### config.mk
export PLATFORM = sky130hd
export DESIGN_NAME = instr_issuer
export DESIGN_NICKNAME = d
export VERILOG_FILES = /design/src/rtl/instr_issuer.sv
export SDC_FILE = /design/constraint.sdc
export NUM_CORES = 1
export LEC_CHECK = 0
export CORE_MARGIN = 5
export CORE_UTILIZATION = 35
export CTS_CLUSTER_DIAMETER = 80
export DETAILED_ROUTE_END_ITERATION = 8
export PLACE_DENSITY = 0.62
export RECOVER_POWER = 25
export SYNTH_ARGS = -nofsm -noshare
export SYNTH_HDL_FRONTEND = slang
export SYNTH_SLANG_ARGS = --single-unit
export TNS_END_PERCENT = 20
### constraint.sdc
create_clock -name clk -period 5.6 [get_ports clk]
set_input_delay 0.56 -clock clk [delete_from_list [all_inputs] [get_ports clk]]
set_output_delay 0.56 -clock clk [all_outputs]
set_load 0.02 [all_outputs]
### src/rtl/instr_issuer.sv
// Program sequencer: loadable instruction memory issued in order onto a registered
// 32-bit bus, with NOP bubbles between words and a NOP drain tail before done.
module instr_issuer #(
  parameter int DEPTH = 16,
  parameter int AW    = 4,
  parameter int GAP   = 1,
  parameter int DRAIN = 3
) (
  input  logic          clk,
  input  logic          rst,
  input  logic          load_en,
  input  logic [AW-1:0] load_addr,
  input  logic [31:0]   load_data,
  input  logic          start,
  input  logic [AW:0]   length,
  output logic [31:0]   instruction,
  output logic [AW-1:0] pc,
  output logic          busy,
  output logic          done,
  output logic [AW:0]   issued_count,
  output logic [AW:0]   invalid_count
);

  typedef enum logic [1:0] {S_IDLE, S_ISSUE, S_GAP, S_DRAIN} state_t;

  state_t        state, state_d;
  logic [31:0]   mem [DEPTH];
  logic [AW:0]   len_q, len_d, clamped;
  logic [7:0]    cnt, cnt_d;
  logic [AW-1:0] pc_d, rd_addr;
  logic [31:0]   instr_d, word;
  logic          done_d, busy_d, issue;
  logic [AW:0]   issued_d, invalid_d;

  // Opcodes that the register file accepts as writes.
  function automatic logic opcode_valid(input logic [5:0] op);
    case (op)
      6'd2, 6'd3, 6'd4, 6'd5, 6'd6, 6'd7, 6'd8, 6'd10, 6'd12, 6'd13, 6'd15: return 1'b1;
      default: return 1'b0;
    endcase
  endfunction

  assign clamped = (length > (AW+1)'(DEPTH)) ? (AW+1)'(DEPTH) : length;
  assign rd_addr = (state == S_IDLE) ? '0 : pc + 1'b1;
  assign word    = mem[rd_addr];

  always_comb begin
    // NOTE: every output of this block gets a default first so no latch is inferred.
    state_d   = state;
    pc_d      = pc;
    cnt_d     = cnt;
    len_d     = len_q;
    instr_d   = '0;
    done_d    = 1'b0;
    issued_d  = issued_count;
    invalid_d = invalid_count;
    issue     = 1'b0;
    case (state)
      S_IDLE: begin
        if (start) begin
          issued_d  = '0;
          invalid_d = '0;
          if (clamped == '0) begin
            done_d = 1'b1;
          end else begin
            len_d   = clamped;
            pc_d    = '0;
            issue   = 1'b1;
            state_d = S_ISSUE;
          end
        end
      end
      S_ISSUE: begin
        if ({1'b0, pc} == len_q - 1'b1) begin
          cnt_d = '0;
          if (DRAIN == 0) begin
            done_d  = 1'b1;
            state_d = S_IDLE;
          end else begin
            state_d = S_DRAIN;
          end
        end else if (GAP > 0) begin
          cnt_d   = '0;
          state_d = S_GAP;
        end else begin
          pc_d  = pc + 1'b1;
          issue = 1'b1;
        end
      end
      S_GAP: begin
        if (cnt == 8'(GAP - 1)) begin
          pc_d    = pc + 1'b1;
          issue   = 1'b1;
          state_d = S_ISSUE;
        end else begin
          cnt_d = cnt + 1'b1;
        end
      end
      S_DRAIN: begin
        if (cnt == 8'(DRAIN - 1)) begin
          done_d  = 1'b1;
          state_d = S_IDLE;
        end else begin
          cnt_d = cnt + 1'b1;
        end
      end
      default: state_d = S_IDLE;
    endcase
    // Counts are applied after the clear above so the first word of a run counts as 1.
    if (issue) begin
      instr_d  = word;
      issued_d = issued_d + 1'b1;
      if (!opcode_valid(word[5:0])) invalid_d = invalid_d + 1'b1;
    end
    busy_d = (state_d != S_IDLE);
  end

  always_ff @(posedge clk) begin
    if (rst) begin
      state         <= S_IDLE;
      instruction   <= '0;
      pc            <= '0;
      busy          <= 1'b0;
      done          <= 1'b0;
      issued_count  <= '0;
      invalid_count <= '0;
      cnt           <= '0;
      len_q         <= '0;
    end else begin
      // NOTE: non-blocking assignments keep every register updating from pre-edge values.
      state         <= state_d;
      instruction   <= instr_d;
      pc            <= pc_d;
      busy          <= busy_d;
      done          <= done_d;
      issued_count  <= issued_d;
      invalid_count <= invalid_d;
      cnt           <= cnt_d;
      len_q         <= len_d;
    end
  end

  // NOTE: program memory has no reset, so its contents survive rst; a write on the
  // start edge lands after mem[0] has already been read for the first word.
  always_ff @(posedge clk) begin
    if (load_en && state == S_IDLE) mem[load_addr] <= load_data;
  end

endmodule

# --- Yosys cells after proc, flatten, opt, wreduce, memory -nomap -nowiden ---
# Memory sizes are Yosys's and may differ from the RTL's.
# Index checks and enable logic that the tools add are counted.
word_totals:
  mem_bits_rw: 512
  mem_bits_ro: 16
  register_bits: 63
  mem_count: 2
  wordCells: 75
memory_table:
  columns: ["memory", "depth", "word_bits", "read_ports", "rd_ports_with_merged_regs", "write_ports", "line_no", "source"]
  rows:
  - ["mem", 16, 32, 1, 0, 1, "27", "logic [31:0] mem [DEPTH];"]
  - ["(name not given)", 16, 1, 1, 0, 0, "37", "case (op)"]
op_classes:
  n_addsub: 5
  magnitude_cmp: 1
  bitwise_logic: 2
  n_reduce_logical: 12
  n_eq_ne: 10
  n_mux: 34
op_table:
  columns: ["op", "count"]
  rows:
  - ["2-to-1 mux 5 bit", 8]
  - ["case mux 8 bit (3 select lines)", 1]
  - ["2-to-1 mux 4 bit", 4]
  - ["2-to-1 mux 8 bit", 2]
  - ["2-to-1 mux 1 bit", 11]
  - ["adder 5 x 1 -> 5 bit (second input constant)", 2]
  - ["inequality test 2 bit (second input constant)", 5]
  - ["adder 8 x 1 -> 8 bit (second input constant)", 1]
  - ["equality test 8 x 2 -> 1 bit (second input constant)", 1]
  - ["zero test 8 bit", 1]
  - ["2-to-1 mux 2 bit", 4]
  - ["case mux 2 bit (4 select lines)", 1]
  - ["case mux 4 bit (2 select lines)", 1]
  - ["AND reduction 3 bit", 2]
  - ["equality test 4 x 5 -> 1 bit", 1]
  - ["greater-than comparator 5 bit (second input constant)", 1]
  - ["zero test 5 bit", 1]
  - ["subtractor 5 x 1 -> 5 bit (second input constant)", 1]
  - ["adder 4 x 1 -> 4 bit (second input constant)", 1]
  - ["equality test 2 bit (second input constant)", 2]
  - ["zero test 2 bit", 2]
  - ["case mux 1 bit (2 select lines)", 2]
  - ["AND reduction 4 bit", 1]
  - ["nonzero test 2 bit", 2]
  - ["other kinds (5)", 6]

# --- Longest topological paths before layout ---
# Gate-level depths: netlist (run 1).
depth:
  ltp_word: 9
  mapped_depth: 13
  mapped_depth_nobuf: 10

# --- Worst setup path after synthesis (run 1) ---
# OpenSTA, ideal clock, no wires.
synth_path:
  kind: "reg-to-reg"
  startpoint: "register state[1]"
  endpoint: "memory mem[0][0] (enable)"
  period_less_slack_ps: 4351
  arrival_time_ps: 3890
  path_buffers: 3
  path_slack_ps: 1249
  path_stages_with_launch: 9
  path_cell_list: "dfxtp_1 inv_1 ha_1 buf_4 buf_2 buf_1 nand2_1 or3_1 nor3_1"
synth_between:
  elab_chain_len: 4
synth_rtl:
  columns: ["element", "line_no", "source"]
  rows:
  - ["start, declared", "26", "state_t state, state_d;"]
  - ["start signal, assigned", "131", "state <= state_d;"]
  - ["zero test 2 bit", "146", "if (load_en && state == S_IDLE) mem[load_addr] <= load_data;"]
  - ["logical AND 1 bit", "146", null]
  - ["2-to-1 mux 1 bit", "146", null]
  - ["2-to-1 mux 1 bit (implied by the code)", "146", null]
  - ["end, declared", "27", null]
# No other way between the ends.

# --- Worst setup path after layout (run 1) ---
layout_path:
  startpoint: "register state[1]"
  endpoint: "register invalid_count[2]"
layout_between:
  elab_chain_len: 8
layout_rtl:
  columns: ["element", "line_no", "source"]
  rows:
  - ["zero test 2 bit", "44, 58", null]
  - ["2-to-1 mux 4 bit", "44", "assign rd_addr = (state == S_IDLE) ? '0 : pc + 1'b1;"]
  - ["memory (16 x 32 bit)", null, null]
  - ["memory (16 x 1 bit) or zero test 2 bit (tied branches)", null, null]
  - ["2-to-1 mux 1 bit", "37", null]
  - ["2-to-1 mux 1 bit", "110", "if (issue) begin"]
  - ["2-to-1 mux 5 bit", "113", "if (!opcode_valid(word[5:0])) invalid_d = invalid_d + 1'b1;"]
  - ["2-to-1 mux 5 bit *", "110", null]
  - ["end signal, assigned", "137", "invalid_count <= invalid_d;"]
  - ["end, declared", "21", "output logic [AW:0] invalid_count"]
# Every way passes the cells marked *; elsewhere a longest branch is shown, timed or not. The select of a mux whose other input is x is not followed.
# A chain may end at the register's enable or synchronous reset.

==> flow_summary.json, run 1 <==
{
  "fin_tns_setup_ns": 0,
  "floorplan.initialDensity": 0.355,
  "clk_pin_slew_ns": 0.06,
  "die_height_um": 263,
  "crit_required_ns": 6.08,
  "slew_violations": 0,
  "place_worst_setup_slack_ns": 1.76,
  "yosys_register_bits": 575,
  "fin_worst_skew_ns": 0.0427,
  "yosys.area.top_type_share": 0.684,
  "placement_rows": 92,
  "ys_seq_area_frac": 0.740,
  "run_status": "finished, final reports clean",
  "finalHoldViolations": 0,
  "route.detailed.drc": 0,
  "drive_above_1_share": 0.104,
  "place.port_buffers": 92,
  "dp_hpwl_mm": 31.1,
  "first_global_vias": 13400,
  "post_route_hold_slack_ns": 0.500,
  "timing.critical_path.from_type": "flip-flop",
  "cts_htree_levels": 2,
  "seq_power_share": 0.430,
  "synth_area_um2": 22500,
  "most_frequently_used_cell_type_in_the_post_synthesis_netlist": "edfxtp_1",
  "cts_root_buf": "clkbuf_16",
  "static_leakage_nw": 8.32,
  "worst_slew_pin_slew_ns": 1.20,
  "total_power_after_layout_mw": 11.6,
  "maxCapViolCount": 0,
  "gp_weighted_congestion": 0.803,
  "length_of_the_first_detailed_routing_pass_in_iterations": 5,
  "post_synth_net_total": 1609,
  "crit_fanout": 17,
  "finalSetupViolations": 0,
  "timing_worst_setup_path_type": "flip-flop to flip-flop",
  "grt_setup_unrepaired": "false",
  "viasPerCell": 5.37,
  "coreArea_um2": 63300,
  "clock_latency_ns": 0.62,
  "synth-main-ff-cell": "edfxtp_1",
  "die-width_um": 263,
  "die_area_um2": 69400,
  "globalRouteOverflowTotal": 0,
  "worst-endpoint-arrival_ns": 4.27,
  "total_placed_cells_including_tap_cells": 2424,
  "switching_share": 0.299,
  "synth_top_cells_by_area": "edfxtp_1 68%, dfxtp_1 5.6%, nand2_1 4.6%",
  "layout.cells.non_filler": 2529,
  "grt_antenna_before_repair": 4,
  "wirelength_mm": 57.3,
  "cts_setup_buffers": 0,
  "yosys.cell_types.count": 65,
  "count_of_mapped_cells_out_of_synthesis": 1553,
  "post_cts_resize_count": 0,
  "met1_usage": 0.229,
  "synth_async_sr_flop_share": 0,
  "synth-edff-count": 512,
  "route.detailed.wl_per_inst_um": 22.7,
  "cts-root-to-sink-buffers": 3,
  "worstSetupEndpointType": "flip-flop",
  "cellPowerDensity_nw_per_um2": 441,
  "holdBufCountCts": 0,
  "fin_ws_ns": 1.80,
  "power.clock.fraction": 0.335,
  "layout.nets": 1691,
  "internal_power_mw": 8.12,
  "hold_path.class": "flip-flop to flip-flop",
  "numCtsBuffers": 55,
  "layout_min_cycle_time_ns": 3.80,
  "fillers": 5775,
  "tritoncts": "yes",
  "globalRouteMet3Util": 0.0300,
  "ys_warn_count": 0,
  "drtAntennaViolNets": 0,
  "groute.usage.overall": 0.160,
  "syn_avg_cell_area_um2": 14.5,
  "clkSinkCount": 575,
  "netlist.top_cell.by_area": "edfxtp_1",
  "detailroute.via_count": 13600,
  "top_usage_layer": "met2",
  "synth_top_cells_by_count": "512 x edfxtp_1, 274 x nand2_1, 76 x a311oi_1",
  "max_freq_ghz": 0.263,
  "grt_first_pass_wirelength_mm": 85.9,
  "timing.final.crit_share": 0.678,
  "dr.first_iter.drc_count": 1376,
  "grt_start_max_net_pins": 71,
  "p_switching_mw": 3.47,
  "num_io_pins": 93,
  "combinationalPowerShare": 0.235,
  "worst_ir_drop_vdd_mv": 0.307,
  "global_routing_met2_resource_utilization": 0.250,
  "slew_headroom": 0.202,
  "synthToLayoutAreaGrowth_pct": 17.0
}
## path summary, 6_finish.rpt
| kind | start | endpoint | slack, ns | cells after the start |
|---|---|---|---|---|
| worst max-delay path | state[1] | invalid_count[2] | 1.80 | 11 |
| worst min-delay path | invalid_count[4] | invalid_count[4] | 0.50 | 2 |
| worst max register to register | state[1] | invalid_count[2] | 1.80 | 11 |
| worst min register to register | invalid_count[4] | invalid_count[4] | 0.50 | 2 |
## power groups by stage
stage               registers, mW  clock network [mW]  logic (mW)
CTS                          4.98                3.95        2.73
finish                       4.98                3.89        2.72
global route                 5.00                4.13        2.97
global placement             5.08                   0        2.67
floorplan                    5.12                   0        1.74
detailed placement           5.07                   0        2.72
## logic make-up after synthesis
family / Yosys count / share of synthesized area
flops: 575 / 0.740
simple gates: 478 / 0.0949
mux: 60 / 0.0307
xor+xnor: 15 / 0.00618
buf+inv: 114 / 0.0230
fa+ha+maj: 11 / 0.00613
compound gates: 300 / 0.0986
## placed cells by master, fill, tap and decap left out, types with 33 or more instances in the layout
cell type          n
edfxtp_1         512
nand2_1          272
a311oi_1          76
clkdlybuf4s50_1   74
dfxtp_1           62
a211oi_1          60
clkbuf_16         55
o22ai_1           54
mux2i_1           48
nand3_1           38
nor2_1            36
buf_4             34
nor2b_1           33
## area by class of cell
type | count | area, µm² | share of cell area
Clock inverter | 30 | 388 | 0.0148
Inverter | 13 | 48.8 | 0.00186
Sequential cell | 575 | 16600 | 0.633
Antenna cell | 2 | 5.00 | 0.000190
Tap cell | 846 | 1060 | 0.0403
Clock buffer | 73 | 1520 | 0.0580
Multi-Input combinational cell | 864 | 5450 | 0.207
Timing Repair Buffer | 126 | 1180 | 0.0447
## through the flow
step	instance area, µm²	util
after global placement	24400	0.385
after CTS	26300	0.415
after global routing	26300	0.415
after detailed placement	24400	0.385
final	26300	0.415
after floorplan	22500	-
## registers in the layout, indices dropped and copies added (netlist names)
register / count
instruction: 32
pc: 4
len_q: 5
issued_count: 5
invalid_count: 5
mem: 512
busy: 1
cnt: 8
state: 2
done: 1
## critical path, cell delays in order, from the launching register on
cell	delay, ns
dfxtp_1	0.34
inv_1	0.12
ha_1	0.47
buf_4	0.36
inv_1	0.19
nand2_1	0.87
nor3b_1	0.19
a2111oi_4	0.28
nor3b_1	0.09
o22a_2	0.29
a21oi_2	0.18
mux2_4	0.31
## metal layers
layer  part of all wire  routed length (µm)  up-vias
li1                   -                   -     6149
met1               0.45               25600     6851
met4              0.024                1350        2
met5            0.00023                  13        -
met3              0.069                3970       97
met2               0.46               26400      491
Power figures use the tool's default switching activity.
==> run 2: changes to the inputs <==
clock period = 3.9 ns   (was 5.6 ns; I/O delays follow)
==> run 2 against run 1 <==
Via count up 0.52%. Highest routed layer unchanged. Worst hold slack worse by 0.0080 ns. Clock power up 37%. Combinational power up 49%. Flip-flop and latch count unchanged. Non-clock buffer count up 13. Worst setup slack worse by 1.1 ns. Sequential power up 43%. Cell area up 0.42%. Die area unchanged. Critical endpoint unchanged.
==> flow_summary.json, run 2 (synthesis gave the netlist of run 1 again) <==
{
  "run_status": "finished, final reports clean",
  "placement_rows": 92,
  "die-width_um": 263,
  "floorplan.initialDensity": 0.355,
  "dp_hpwl_mm": 31.2,
  "largest_reg_flops": 512,
  "num_io_pins": 93,
  "layout_min_cycle_time_ns": 3.21,
  "timing.critical_path.from_type": "flip-flop",
  "coreArea_um2": 63300,
  "detailroute.via_count": 13700,
  "cts-root-to-sink-buffers": 3,
  "slew_violations": 0,
  "rrSetupSlack_ns": 0.69,
  "critical-path-max-stage-delay_ns": 0.49,
  "synthToLayoutAreaGrowth_pct": 17.5,
  "clk_pin_slew_ns": 0.06,
  "globalRouteOverflowTotal": 0,
  "place.port_buffers": 92,
  "route.detailed.wl_per_inst_um": 22.5,
  "viasPerCell": 5.37,
  "holdBufCountCts": 0,
  "grt_setup_unrepaired": "false",
  "crit_fanout": 18,
  "route.detailed.drc": 0,
  "total_placed_cells_including_tap_cells": 2437,
  "drive_above_1_share": 0.107,
  "worstHoldEndpoint": "invalid_count[4]",
  "wirelength_mm": 57.1,
  "gp_weighted_congestion": 0.805,
  "r2r.worst_path.cells": 9,
  "slew_headroom": 0.405,
  "post_route_hold_slack_ns": 0.492,
  "cp_slowest_cell": "dfxtp_4",
  "critical_path.cell_chain": "ha_1 > xor2_2 > nand2_1 > nor3b_1 > a2111oi_4 > nor3b_1 > o22a_2 > a21oi_2 > mux2_4",
  "cp_common_cell": "nor3b_1",
  "grt_start_max_net_pins": 98,
  "layout.nets": 1705,
  "cts_root_buf": "clkbuf_16",
  "layout_common_cells": "512 x edfxtp_1, 272 x nand2_1, 76 x a311oi_1",
  "fin_worst_skew_ns": 0.0218,
  "finalSetupViolations": 0,
  "fin_ws_ns": 0.695,
  "finalHoldViolations": 0,
  "numCtsBuffers": 56,
  "die_height_um": 263,
  "static_leakage_nw": 8.37,
  "dr.first_iter.drc_count": 1122,
  "grt_antenna_before_repair": 6,
  "clkSinkCount": 575,
  "worstSetupEndpointType": "flip-flop",
  "worst_path_dominant_cell_family": "simple AND/OR/NAND/NOR gates",
  "grt_first_pass_wirelength_mm": 85.1,
  "timing.final.crit_share": 0.822,
  "hold_path.class": "flip-flop to flip-flop",
  "first_global_vias": 13400,
  "hp-start": "invalid_count[4]",
  "groute.usage.overall": 0.157,
  "crit_required_ns": 4.39,
  "layout.cells.non_filler": 2544,
  "post_cts_resize_count": 0,
  "timing_worst_setup_path_type": "flip-flop to flip-flop",
  "cellPowerDensity_nw_per_um2": 625,
  "place_worst_setup_slack_ns": 0.689,
  "layout_top_registers": "mem x512, instruction x32, cnt x8",
  "tritoncts": "yes",
  "regToRegEndpoint": "invalid_count[2]",
  "max_freq_ghz": 0.312,
  "reg2reg_from": "pc[0]",
  "length_of_the_first_detailed_routing_pass_in_iterations": 5,
  "cp_num_buf_inv": 0,
  "die_area_um2": 69400,
  "clock_latency_ns": 0.62,
  "finalCoreUtilization": 0.417,
  "worst_ir_drop_vdd_mv": 0.378,
  "layout_commonest_cell": "edfxtp_1",
  "cts_htree_levels": 2,
  "drtAntennaViolNets": 0,
  "worst-endpoint-arrival_ns": 3.70,
  "cts_setup_buffers": 0,
  "hold-path-cell-count": 2,
  "registers.top_by_ff_count": "mem",
  "maxCapViolCount": 0,
  "worst_slew_pin_slew_ns": 0.892
}
[run 2: stage by stage]
stage          instance area (µm²)  TNS, ns  power, mW
6_report                     26400        0       16.5
5_1_grt                      26400        0       17.2
4_1_cts                      26400        0       16.6
3_5_place_dp                 24600        0       11.3
3_3_place_gp                 24600        0       11.2
2_1_floorplan                22500   -22.58       9.86
[run 2: report_power, final]
part	total (mW)	internal (mW)	switching (mW)
Sequential	7.13	6.99	0.143
Clock	5.33	3.03	2.29
Combinational	4.04	1.47	2.58
Total	16.5	11.5	5.01
[run 2: how the worst max path moves through the flow]
stage / startpoint / end / depth (start not counted)
floorplan: state[1] / mem[2][0] / 9
global placement: pc[0] / instruction[23] / 8
detailed placement: pc[0] / instruction[8] / 8
CTS: pc[0] / invalid_count[2] / 9
global route: pc[0] / invalid_count[2] / 9
finish: pc[0] / invalid_count[2] / 9
[run 2: area by class of cell]
cell class	instances	area, µm²
Fill cell	5699	36900
Timing Repair Buffer	139	1360
Antenna cell	3	7.51
Clock inverter	29	255
Sequential cell	575	16600
Clock buffer	75	1570
Multi-Input combinational cell	864	5460
Tap cell	846	1060
Inverter	13	48.8
[run 2: worst reg2reg max path, delay by kind of cell, from the launching register on]
family / cells / cell delay [ns]
AO/OA/AOI/OAI: 3 / 0.38
AND/OR/NAND/NOR: 3 / 1.18
XOR/XNOR: 1 / 0.43
multiplexers: 1 / 0.30
flip-flops: 1 / 0.49
adder cells (fa/ha/maj): 1 / 0.32
[run 2: layer usage]
| layer | track usage | wire, µm | part of all wire |
|---|---|---|---|
| met5 | 0 | 40 | 0.00070 |
| met4 | 0.0370 | 1040 | 0.018 |
| met3 | 0.0267 | 4140 | 0.072 |
| met2 | 0.258 | 27100 | 0.47 |
| met1 | 0.221 | 24800 | 0.43 |
==> run 3: changes to the inputs <==
clock period = 3.2 ns   (was 3.9 ns; I/O delays follow)
==> run 3 against run 2 <==
Largest power group unchanged. Sequential power rose by 21%. Clock power grew 22%. Non-clock buffer count up 16. Cell area rose by 1.0%. Highest routed layer unchanged. Register-to-register slack got worse by 0.54 ns. Die area did not move. Clock skew shrank 0.0079 ns. Count of clock-buffer cells in the layout is 1 lower. Wire length fell by 0.83%. Largest cell class unchanged.
==> flow_summary.json, run 3 (synthesis gave the netlist of run 1 again) <==
{
  "groute.usage.overall": 0.158,
  "finalHoldViolations": 0,
  "max_freq_ghz": 0.328,
  "total_power_after_layout_mw": 20.2,
  "grt_setup_unrepaired": "false",
  "grt_antenna_before_repair": 5,
  "holdBufCountCts": 0,
  "die_height_um": 263,
  "dr.first_iter.drc_count": 1111,
  "largest_reg_flops": 512,
  "layout_min_cycle_time_ns": 3.05,
  "maxCapViolCount": 0,
  "cts_root_buf": "clkbuf_16",
  "regToRegEndpoint": "invalid_count[2]",
  "numCtsBuffers": 57,
  "cts-root-to-sink-buffers": 3,
  "clock_latency_ns": 0.62,
  "synthToLayoutAreaGrowth_pct": 18.7,
  "crit_required_ns": 3.71,
  "layout_top_registers": "mem x512, instruction x32, cnt x8",
  "drive_above_1_share": 0.121,
  "worst_slew_pin_slew_ns": 0.719,
  "reg2reg_from": "state[0]",
  "timing.final.crit_share": 0.952,
  "route.detailed.drc": 0,
  "die_area_um2": 69400,
  "finalCoreUtilization": 0.421,
  "globalRouteOverflowTotal": 0,
  "worst_ir_drop_vdd_mv": 0.453,
  "coreArea_um2": 63300,
  "layout_commonest_cell": "edfxtp_1",
  "first_global_vias": 13900,
  "run_status": "finished, final reports clean",
  "clkSinkCount": 575,
  "hold-path-cell-count": 3,
  "gp_weighted_congestion": 0.800,
  "slew_violations": 0,
  "rrSetupSlack_ns": 0.15,
  "static_leakage_nw": 8.49,
  "drtAntennaViolNets": 0,
  "length_of_the_first_detailed_routing_pass_in_iterations": 6,
  "layout.nets": 1723,
  "fillers": 5708,
  "detailroute.via_count": 13800,
  "route.detailed.wl_per_inst_um": 22.1,
  "registers.top_by_ff_count": "mem",
  "grt_start_max_net_pins": 60,
  "tritoncts": "yes",
  "dp_hpwl_mm": 31.1,
  "viasPerCell": 5.40,
  "worstHoldEndpoint": "done",
  "clk_pin_slew_ns": 0.06,
  "num_io_pins": 93,
  "finalSetupViolations": 0,
  "r2r.worst_path.cells": 10,
  "floorplan.initialDensity": 0.355,
  "crit_fanout": 24,
  "placement_rows": 92,
  "place.port_buffers": 92,
  "timing_worst_setup_path_type": "flip-flop to flip-flop",
  "grt_first_pass_wirelength_mm": 85.9,
  "cts_htree_levels": 2,
  "fin_worst_skew_ns": 0.0139,
  "layout_common_cells": "512 x edfxtp_1, 272 x nand2_1, 75 x a311oi_1",
  "hp-start": "length[0]",
  "worstSetupEndpointType": "flip-flop",
  "timing.critical_path.from_type": "flip-flop",
  "die-width_um": 263,
  "cellPowerDensity_nw_per_um2": 758,
  "hold_path.class": "primary input to flip-flop",
  "worst-endpoint-arrival_ns": 3.55,
  "wirelength_mm": 56.6,
  "slew_headroom": 0.521
}
==> run 3: changes by cell type in the layout (fill, tap and decap cells not counted), moves of 2 or more <==
cell / change
clkinv_1: -6
clkbuf_1: +2
nor3_2: -3
clkinv_4: +3
nor3_4: +3
buf_12: +8
buf_4: +8
clkinv_2: +6
clkbuf_8: -4
==> run 3: worst max path at each step <==
stage | start | end | slack, ns | cells after the start
after floorplan | state[1] | mem[8][0] | -0.32 | 8
after global placement | state[0] | invalid_count[2] | 0.25 | 11
after detailed placement | state[0] | invalid_count[2] | 0.16 | 11
after CTS | state[0] | invalid_count[2] | 0.14 | 11
after global routing | state[0] | invalid_count[2] | 0.008 | 10
final | state[0] | invalid_count[2] | 0.15 | 10
==> run 3: timing repair <==
action	CTS	global route
buffers inserted	0	3
gates resized for setup	0	1
setup endpoints to repair	0	2
==> run 3: metrics by stage <==
step / cells / instance area [µm²] / setup WS [ns] / TNS (ns) / hold slack [ns]
6_report: 2564 / 26700 / 0.154 / 0 / 0.420
3_3_place_gp: 2450 / 24800 / 0.246 / 0 / 0.475
5_1_grt: 2562 / 26700 / 0.00790 / 0 / 0.431
2_1_floorplan: 1553 / 22500 / -0.320 / -51.76 / 0.406
3_5_place_dp: 2450 / 24800 / 0.161 / 0 / 0.490
4_1_cts: 2558 / 26600 / 0.143 / 0 / 0.396
==> run 3: power by group <==
part / total [mW] / switching, mW / internal, mW
Sequential: 8.65 / 0.137 / 8.52
Combinational: 5.08 / 3.19 / 1.89
Clock: 6.50 / 2.87 / 3.63
Total: 20.2 / 6.20 / 14.0
==> run 3: layout make-up <==
class	instances	area, µm²	area share
Multi-Input combinational cell	865	5490	0.206
Clock inverter	34	300	0.0113
Inverter	13	48.8	0.00183
Timing Repair Buffer	155	1580	0.0593
Clock buffer	74	1550	0.0582
Antenna cell	2	5.00	0.000188
Tap cell	846	1060	0.0397
Sequential cell	575	16600	0.624
==> run 3: worst max-delay path, stage by stage, from the launching register on <==
cell	delay [ns]
dfxtp_1	0.41
inv_1	0.09
ha_1	0.29
nand2b_4	0.33
a211oi_1	0.45
a311oi_2	0.11
a211oi_2	0.33
o21ai_0	0.16
o22a_2	0.27
a21oi_2	0.18
mux2_4	0.30
==> run 3: metal layers <==
layer / up-vias / global-route usage / part of all wire
met5: - / 0 / 0.00048
li1: 6222 / - / -
met3: 104 / 0.0332 / 0.069
met2: 488 / 0.252 / 0.46
met1: 7028 / 0.222 / 0.44
met4: 4 / 0.0423 / 0.023
